**src/rtl/addsub_pkg.sv**
```systemverilog
// Shared types, constants and elaboration helpers for the serial adder-subtractor.
package addsub_pkg;

    typedef enum logic [1:0] {
        IDLE = 2'd0,
        RUN  = 2'd1,
        DONE = 2'd2
    } state_e;

    localparam logic OP_ADD = 1'b0;
    localparam logic OP_SUB = 1'b1;

    function automatic int nchunk(input int width, input int chunk);
        return width / chunk;
    endfunction

    function automatic bit chunk_ok(input int width, input int chunk);
        return (chunk >= 1) && (width >= 2) && ((width % chunk) == 0);
    endfunction

endpackage

```
**src/rtl/addsub_slice.sv**
```systemverilog
// CHUNK-bit ripple-carry slice built from single-bit full adders.
module full_adder (
    input  logic a,
    input  logic b,
    input  logic cin,
    output logic sum,
    output logic cout
);
    assign sum  = a ^ b ^ cin;
    assign cout = (a & b) | (cin & (a ^ b));
endmodule

module addsub_slice #(
    parameter int CHUNK = 2
) (
    input  logic [CHUNK-1:0] a,
    input  logic [CHUNK-1:0] b,
    input  logic             cin,
    output logic [CHUNK-1:0] sum,
    output logic             cout
);
    logic [CHUNK:0] carry_s;

    assign carry_s[0] = cin;
    assign cout       = carry_s[CHUNK];

    for (genvar i = 0; i < CHUNK; i++) begin : g_fa
        full_adder u_fa (
            .a    (a[i]),
            .b    (b[i]),
            .cin  (carry_s[i]),
            .sum  (sum[i]),
            .cout (carry_s[i+1])
        );
    end
endmodule

```
**src/rtl/addsub_serial.sv**
```systemverilog
// Multi-cycle adder-subtractor: operands stream LSB first through a CHUNK-bit slice,
// with valid/ready handshakes on both sides and carry/overflow/zero flags.
module addsub_serial
    import addsub_pkg::*;
#(
    parameter int WIDTH = 8,
    parameter int CHUNK = 2
) (
    input  logic             clk,
    input  logic             rst_n,
    input  logic             in_valid,
    output logic             in_ready,
    input  logic [WIDTH-1:0] op_a,
    input  logic [WIDTH-1:0] op_b,
    input  logic             op_sub,
    output logic             out_valid,
    input  logic             out_ready,
    output logic [WIDTH-1:0] result,
    output logic             carry_out,
    output logic             overflow,
    output logic             zero
);
    localparam int NCHUNK = nchunk(WIDTH, CHUNK);
    localparam int CNT_W  = (NCHUNK > 1) ? $clog2(NCHUNK) : 1;
    localparam logic [CNT_W-1:0] LAST_CNT = CNT_W'(NCHUNK - 1);

    if (!chunk_ok(WIDTH, CHUNK)) begin : g_bad_params
        $error("addsub_serial: WIDTH must be >= 2 and a multiple of CHUNK");
    end

    state_e                 state_r;
    logic [WIDTH-1:0]       a_r;
    logic [WIDTH-1:0]       b_r;
    logic                   carry_r;
    logic [CNT_W-1:0]       cnt_r;
    logic [WIDTH-1:0]       acc_r;
    logic                   a_msb_r;
    logic                   b_msb_r;

    logic [CHUNK-1:0]       slice_sum_s;
    logic                   slice_cout_s;
    logic [WIDTH+CHUNK-1:0] cat_s;
    logic [WIDTH-1:0]       acc_next_s;

    addsub_slice #(
        .CHUNK (CHUNK)
    ) u_slice (
        .a    (a_r[CHUNK-1:0]),
        .b    (b_r[CHUNK-1:0]),
        .cin  (carry_r),
        .sum  (slice_sum_s),
        .cout (slice_cout_s)
    );

    // New sum bits enter at the top; this form also covers CHUNK == WIDTH.
    assign cat_s      = {slice_sum_s, acc_r};
    assign acc_next_s = cat_s[WIDTH+CHUNK-1:CHUNK];

    // Control FSM, operand/result shift registers and registered outputs.
    always_ff @(posedge clk or negedge rst_n) begin
        if (!rst_n) begin
            state_r   <= IDLE;
            a_r       <= '0;
            b_r       <= '0;
            carry_r   <= 1'b0;
            cnt_r     <= '0;
            acc_r     <= '0;
            a_msb_r   <= 1'b0;
            b_msb_r   <= 1'b0;
            in_ready  <= 1'b1;
            out_valid <= 1'b0;
            result    <= '0;
            carry_out <= 1'b0;
            overflow  <= 1'b0;
            zero      <= 1'b0;
        end else begin
            case (state_r)
                IDLE: begin
                    if (in_valid && in_ready) begin
                        a_r      <= op_a;
                        b_r      <= (op_sub == OP_SUB) ? ~op_b : op_b;
                        carry_r  <= op_sub;
                        cnt_r    <= '0;
                        acc_r    <= '0;
                        // Sign bits are shifted out during RUN, so keep them for overflow.
                        a_msb_r  <= op_a[WIDTH-1];
                        b_msb_r  <= (op_sub == OP_SUB) ? ~op_b[WIDTH-1] : op_b[WIDTH-1];
                        in_ready <= 1'b0;
                        state_r  <= RUN;
                    end
                end
                RUN: begin
                    a_r     <= a_r >> CHUNK;
                    b_r     <= b_r >> CHUNK;
                    carry_r <= slice_cout_s;
                    acc_r   <= acc_next_s;
                    cnt_r   <= cnt_r + CNT_W'(1);
                    if (cnt_r == LAST_CNT) begin
                        state_r   <= DONE;
                        out_valid <= 1'b1;
                        result    <= acc_next_s;
                        carry_out <= slice_cout_s;
                        overflow  <= (a_msb_r == b_msb_r) && (acc_next_s[WIDTH-1] != a_msb_r);
                        zero      <= ~|acc_next_s;
                    end
                end
                DONE: begin
                    if (out_ready) begin
                        out_valid <= 1'b0;
                        in_ready  <= 1'b1;
                        state_r   <= IDLE;
                    end
                end
                default: begin
                    state_r   <= IDLE;
                    in_ready  <= 1'b1;
                    out_valid <= 1'b0;
                end
            endcase
        end
    end

endmodule

```
**config.mk**
```make
export PLATFORM = sky130hd
export DESIGN_NAME = addsub_serial
export DESIGN_NICKNAME = d
export VERILOG_FILES = /design/src/rtl/addsub_pkg.sv /design/src/rtl/addsub_slice.sv /design/src/rtl/addsub_serial.sv
export SDC_FILE = /design/constraint.sdc
export NUM_CORES = 1
export LEC_CHECK = 0
export CAP_MARGIN = 10
export CORE_ASPECT_RATIO = 0.8
export CORE_MARGIN = 4
export CORE_UTILIZATION = 35
export CTS_CLUSTER_SIZE = 28
export DETAILED_ROUTE_END_ITERATION = 8
export PLACE_DENSITY = 0.55
export REMOVE_ABC_BUFFERS = 1
export SETUP_SLACK_MARGIN = 0.3
export SLEW_MARGIN = 5
export SYNTH_ARGS = -nofsm -noshare
export SYNTH_HDL_FRONTEND = slang
export SYNTH_HIERARCHICAL = 1
export SYNTH_SLANG_ARGS = --single-unit
```
**constraint.sdc**
```tcl
create_clock -name clk -period 2.6 [get_ports clk]
set_clock_uncertainty 0.2 [all_clocks]
set_input_delay 0.39 -clock clk [delete_from_list [all_inputs] [get_ports clk]]
set_output_delay 0.39 -clock clk [all_outputs]
set_load 0.02 [all_outputs]
```
==> flow_summary.json, run 1 <==
{
  "stdcell_area_mm2": 0.00231,
  "cp_top_family": "adder cells",
  "nNetsFinal": 233,
  "dpl_cell_area_mm2": 0.00223,
  "tightest_slew_ps": 920,
  "dp_hpwl_mm": 2.62,
  "tritoncts": "yes",
  "period_share_pct": 81.8,
  "drt_wl_total_mm": 3.85,
  "die_h_um": 73.5,
  "wl_per_cell_um": 14.2,
  "drive_above_1_share_pct": 10.0,
  "cpPeakStageDelay_ps": 590,
  "grt_pass1_vias": 1383,
  "final-max-slew-violation-count": 0,
  "ys_seq_area_share_pct": 56.1,
  "final_util_pct": 45.3,
  "cap_violations": 0,
  "yosys_most_used_dff": "dfrtp_1",
  "synth_common_cells": "nand2_1 (42), dfrtp_1 (41), nand3_1 (26)",
  "cp.required_ps": 2570,
  "powerDensity_mw_per_mm2": 1010,
  "root_buffer": "clkbuf_8",
  "drt_pass1_iterations": 4,
  "area_growth_pct": 23.0,
  "grt_usage_pct": 12.8,
  "slew_headroom_pct": 38.7,
  "synthCells": 177,
  "synth-seq-cells": 42,
  "hold_violations": 0,
  "start_kind": "register",
  "vdd_drop_max_uv": 302,
  "synth.avg_cell_area_um2": 10.6,
  "hp-class": "input pin to asynchronous set/reset pin",
  "vias_per_cell": 5.13,
  "cts_resized": 0,
  "die_area_mm2": 0.00661,
  "async_reset_ff_share_pct": 100,
  "drc": 0,
  "clk_latency_ps": 290,
  "ys_types": 28,
  "crit_type": "register to register",
  "clk_path_buf_depth": 2,
  "cts_max_level": 2,
  "cts_setup_buffers": 0,
  "grt_max_degree": 43,
  "yosys-top-cells-area": "dfrtp_1 (55%), nand2_1 (8.4%), nand3_1 (6.9%), mux2_2 (5.4%), xnor2_1 (3.3%)",
  "hold_buffers": 0,
  "clkTransAtPathRegs_ps": 70,
  "drt_iter0_drc": 48,
  "slowest_stage": "fa_1",
  "cpMostUsedCell": "fa_1",
  "io_buffers": 33,
  "cts_buffers": 5,
  "yosysTopAreaCellShare_pct": 54.7,
  "rsz0062_at_grt": "no",
  "dpl.cell_count": 264,
  "timing.fmax_mhz": 470,
  "cp.arrival_ps": 2100,
  "core_mm2": 0.00509,
  "tns_ps": 0,
  "cp_num_buf_inv": 0,
  "antenna_left": 0,
  "path_cells": "fa_1 > fa_1 > and3b_1 > a21oi_1 > o21ai_0",
  "finalNonFillerCells": 271,
  "synth_area_mm2": 0.00188,
  "antenna_found_initial": 0,
  "whs_ps": 31.9,
  "yosysWarnings": 6,
  "diodes": 0,
  "clkSinkCount": 42,
  "grt_pass1_wl_mm": 6.56,
  "cp-end-kind": "register",
  "grt_overflow": 0,
  "path_max_fanout": 5,
  "fin_crit_ps": 2130,
  "synth_largest_area_cell": "dfrtp_1",
  "power.leakage_nw": 1.12,
  "synth.most_common_cell": "nand2_1",
  "die_w_um": 89.9,
  "synth_edf_count": 0,
  "num_rows": 23,
  "status": "finished, final reports clean",
  "initial_core_util_pct": 36.8,
  "vias": 1390,
  "setup_viol": 0,
  "routabilityCongestion": 0.758,
  "io_pins": 34
}
[metal layers]
metal  GRT usage (%)  routed length, µm  vias to the layer above
met5               0                  0                        -
met1            16.1               1850                      680
met3            3.58                204                        7
li1                -                  -                      667
met2            20.5               1720                       36
met4            6.62                 80                        0
[stage by stage]
step | worst slack [ps] | power [W]
2_1_floorplan | 566 | 0.00160
3_3_place_gp | 541 | 0.00194
6_report | 472 | 0.00234
3_5_place_dp | 482 | 0.00198
5_1_grt | 419 | 0.00250
4_1_cts | 474 | 0.00237
[placed cells by master (no fill, tap or decap), types with 2 or more instances in the layout]
| cell | synthesis | final |
|---|---|---|
| fa_1 | 2 | 2 |
| nand2_1 | 42 | 42 |
| dfrtp_1 | 41 | 41 |
| clkbuf_1 | 1 | 2 |
| nand3_1 | 26 | 26 |
| nor2_1 | 9 | 9 |
| a221o_1 | 6 | 6 |
| buf_4 | 4 | 3 |
| xnor2_1 | 7 | 7 |
| mux2_2 | 9 | 9 |
| clkbuf_8 | 0 | 5 |
| nor4_1 | 2 | 2 |
| o21ai_0 | 6 | 6 |
| a21oi_1 | 3 | 3 |
| clkdlybuf4s50_1 | 0 | 32 |
[state kept, by name, summed over array words and instances (netlist names)]
signal,flops
carry_out,1
in_ready,1
b_r,8
acc_r,6
a_r,8
carry_r,1
a_msb_r,1
result,8
out_valid,1
zero,1
overflow,1
cnt_r,2
b_msb_r,1
state_r,2
[cells by family after synthesis]
logic type	count (synthesis)	synth area share (%)
muxes	9	5.40
adders and majority gates	3	2.80
xor gates and xnor gates	8	3.73
buffers and inverters	12	3.93
DFF	42	56.1
and+or+nand+nor	86	21.6
AOI/OAI and AO/OA	17	6.47
[worst paths after layout]
kind | startpoint | endpoint | slack [ps] | cells past startpoint
max | a_r[0] | overflow | 470 | 5
min | rst_n | result[3] | 30 | 1
max reg2reg | a_r[0] | overflow | 470 | 5
max in group asynchronous | rst_n | cnt_r[0] | 1600 | 1
min reg2reg | a_r[6] | a_r[4] | 280 | 2
min in group clk | a_r[6] | a_r[4] | 280 | 2
[layout make-up]
cell class / instances / area, µm²
clock buffers: 7 / 76.3
inverters: 1 / 3.75
multi-input cells: 123 / 751
flip-flops and latches: 42 / 1050
well taps: 62 / 77.6
repair buffers: 36 / 348
fillers: 492 / 2790
[power by group]
group / switching, W / leakage (nW) / total [W] / internal, W
logic: 0.000458 / 0.524 / 0.000865 / 0.000407
registers: 0.000178 / 0.556 / 0.00108 / 0.000904
clock network: 0.000208 / 0.0383 / 0.000393 / 0.000185
total: 0.000844 / 1.12 / 0.00234 / 0.00150
(Power assumes the default switching activity.)
==> run 2: changes to the inputs <==
- PLACE_DENSITY: 0.55 -> 0.57
- clock period: 2.6 -> 1.75 ns (I/O delays scaled with it)
==> flow_summary.json, run 2 (synthesis results as in run 1) <==
{
  "status": "finished, violations left",
  "violations": "negative setup slack",
  "finalNonFillerCells": 285,
  "routabilityCongestion": 0.735,
  "vdd_drop_max_uv": 589,
  "clk_path_buf_depth": 2,
  "antenna_left": 0,
  "cp.arrival_ps": 2020,
  "hold_violations": 0,
  "power.leakage_nw": 1.26,
  "drt_iter0_drc": 63,
  "setup_slack_ps": -285,
  "area_growth_pct": 32.3,
  "timing.rr.start": "a_r[0]",
  "timing.fmax_mhz": 491,
  "slew_headroom_pct": 81.3,
  "tritoncts": "yes",
  "fin_crit_ps": 2040,
  "core_mm2": 0.00509,
  "drive_above_1_share_pct": 24.7,
  "stdcell_area_mm2": 0.00248,
  "cp-end-kind": "register",
  "dpl.cell_count": 271,
  "period_share_pct": 116,
  "cp.required_ps": 1730,
  "final_cell_mix": "dfrtp_1 (41), nand2_1 (40), nand3_1 (26), clkdlybuf4s50_1 (19)",
  "drt_pass1_iterations": 4,
  "drt_wl_total_mm": 4.20,
  "cts_max_level": 2,
  "antenna_found_initial": 0,
  "num_rows": 23,
  "die_h_um": 73.5,
  "powerDensity_mw_per_mm2": 1500,
  "diodes": 0,
  "clkSinkCount": 42,
  "root_buffer": "clkbuf_8",
  "drc": 0,
  "tns_ps": -827,
  "layout_commonest_cell": "dfrtp_1",
  "grt_max_degree": 43,
  "cts_buffers": 5,
  "cap_violations": 0,
  "die_area_mm2": 0.00661,
  "reg2reg_slack_ps": -290,
  "vias_per_cell": 4.95,
  "whs_ps": 261,
  "start_kind": "register",
  "dpl_cell_area_mm2": 0.00232,
  "grt_usage_pct": 13.5,
  "io_buffers": 33,
  "grt_pass1_wl_mm": 7.03,
  "dp_hpwl_mm": 2.90,
  "final-max-slew-violation-count": 0,
  "crit_type": "register to register",
  "setup_viol": 4,
  "tightest_slew_ps": 280,
  "fillCellCount": 477,
  "grt_overflow": 0,
  "rsz0062_at_grt": "yes",
  "initial_core_util_pct": 36.8,
  "clkTransAtPathRegs_ps": 80,
  "rr_endpoint": "overflow",
  "reg_top3": "a_r x8, b_r x8, result x8",
  "vias": 1411,
  "hp-class": "input pin to asynchronous set/reset pin",
  "wl_per_cell_um": 14.8,
  "reg2reg_depth": 5,
  "path_max_fanout": 3,
  "totalPowerFinal_w": 0.00374,
  "nNetsFinal": 246,
  "io_pins": 34,
  "clk_latency_ps": 290,
  "die_w_um": 89.9,
  "grt_pass1_vias": 1449
}
[run 2: changes by cell type in the layout (fill, tap and decap cells not counted), sizes merged, moves of 3 or more]
cell | before | now
clkdlybuf4s15 | 0 | 3
buf | 4 | 16
clkdlybuf4s50 | 32 | 19
clkbuf | 7 | 16
[run 2: how the worst max path moves through the flow]
stage	from	end	slack, ps	cells after the start
2_1_floorplan	state_r[0]	b_r[0]	-280	3
3_3_place_gp	a_r[0]	overflow	-320	5
3_5_place_dp	a_r[0]	overflow	-370	5
4_1_cts	carry_r	overflow	-320	5
5_1_grt	a_r[0]	overflow	-340	5
6_report	a_r[0]	overflow	-290	5
[run 2: metrics by stage]
step	worst slack [ps]	util (%)
2_1_floorplan	-284	-
5_1_grt	-336	48.8
3_3_place_gp	-321	45.6
3_5_place_dp	-369	45.6
4_1_cts	-319	49.5
6_report	-285	48.8
[run 2: critical path, stage by stage, from the launching register on]
cell and delay [ps]:
dfrtp_1 410, fa_2 400, fa_2 570, and3b_1 180, a21oi_1 110, o21ai_1 70
[run 2: area by class of cell]
cell class | count | area (µm²) | area share [%]
timing repair buffer | 48 | 444 | 17.9
tap | 62 | 77.6 | 3.12
clock inverter | 1 | 5.00 | 0.202
clock buffer | 7 | 86.3 | 3.48
multi-input combinational | 124 | 815 | 32.8
inverter | 1 | 3.75 | 0.151
sequential | 42 | 1050 | 42.4
[run 2: what timing repair did]
action,CTS,global route
pin swaps,4,4
gates resized for setup,46,12
cloned,1,0
hold buffers,1,0
hold endpoints to repair,42,0
setup buffers,4,0
endpoints found under the setup margin,37,48
[run 2: where the power goes]
part | leakage (nW) | internal, W | switching, W
registers | 0.556 | 0.00134 | 0.000266
clock network | 0.0482 | 0.000319 | 0.000323
logic | 0.653 | 0.000711 | 0.000776
[run 2: layer usage]
layer	vias up	wire length, µm	global-route usage (%)
li1	698	-	-
met1	679	1970	17.6
met2	26	2010	22.3
met3	8	172	3.58
met4	0	44	4.58
met5	-	0	0
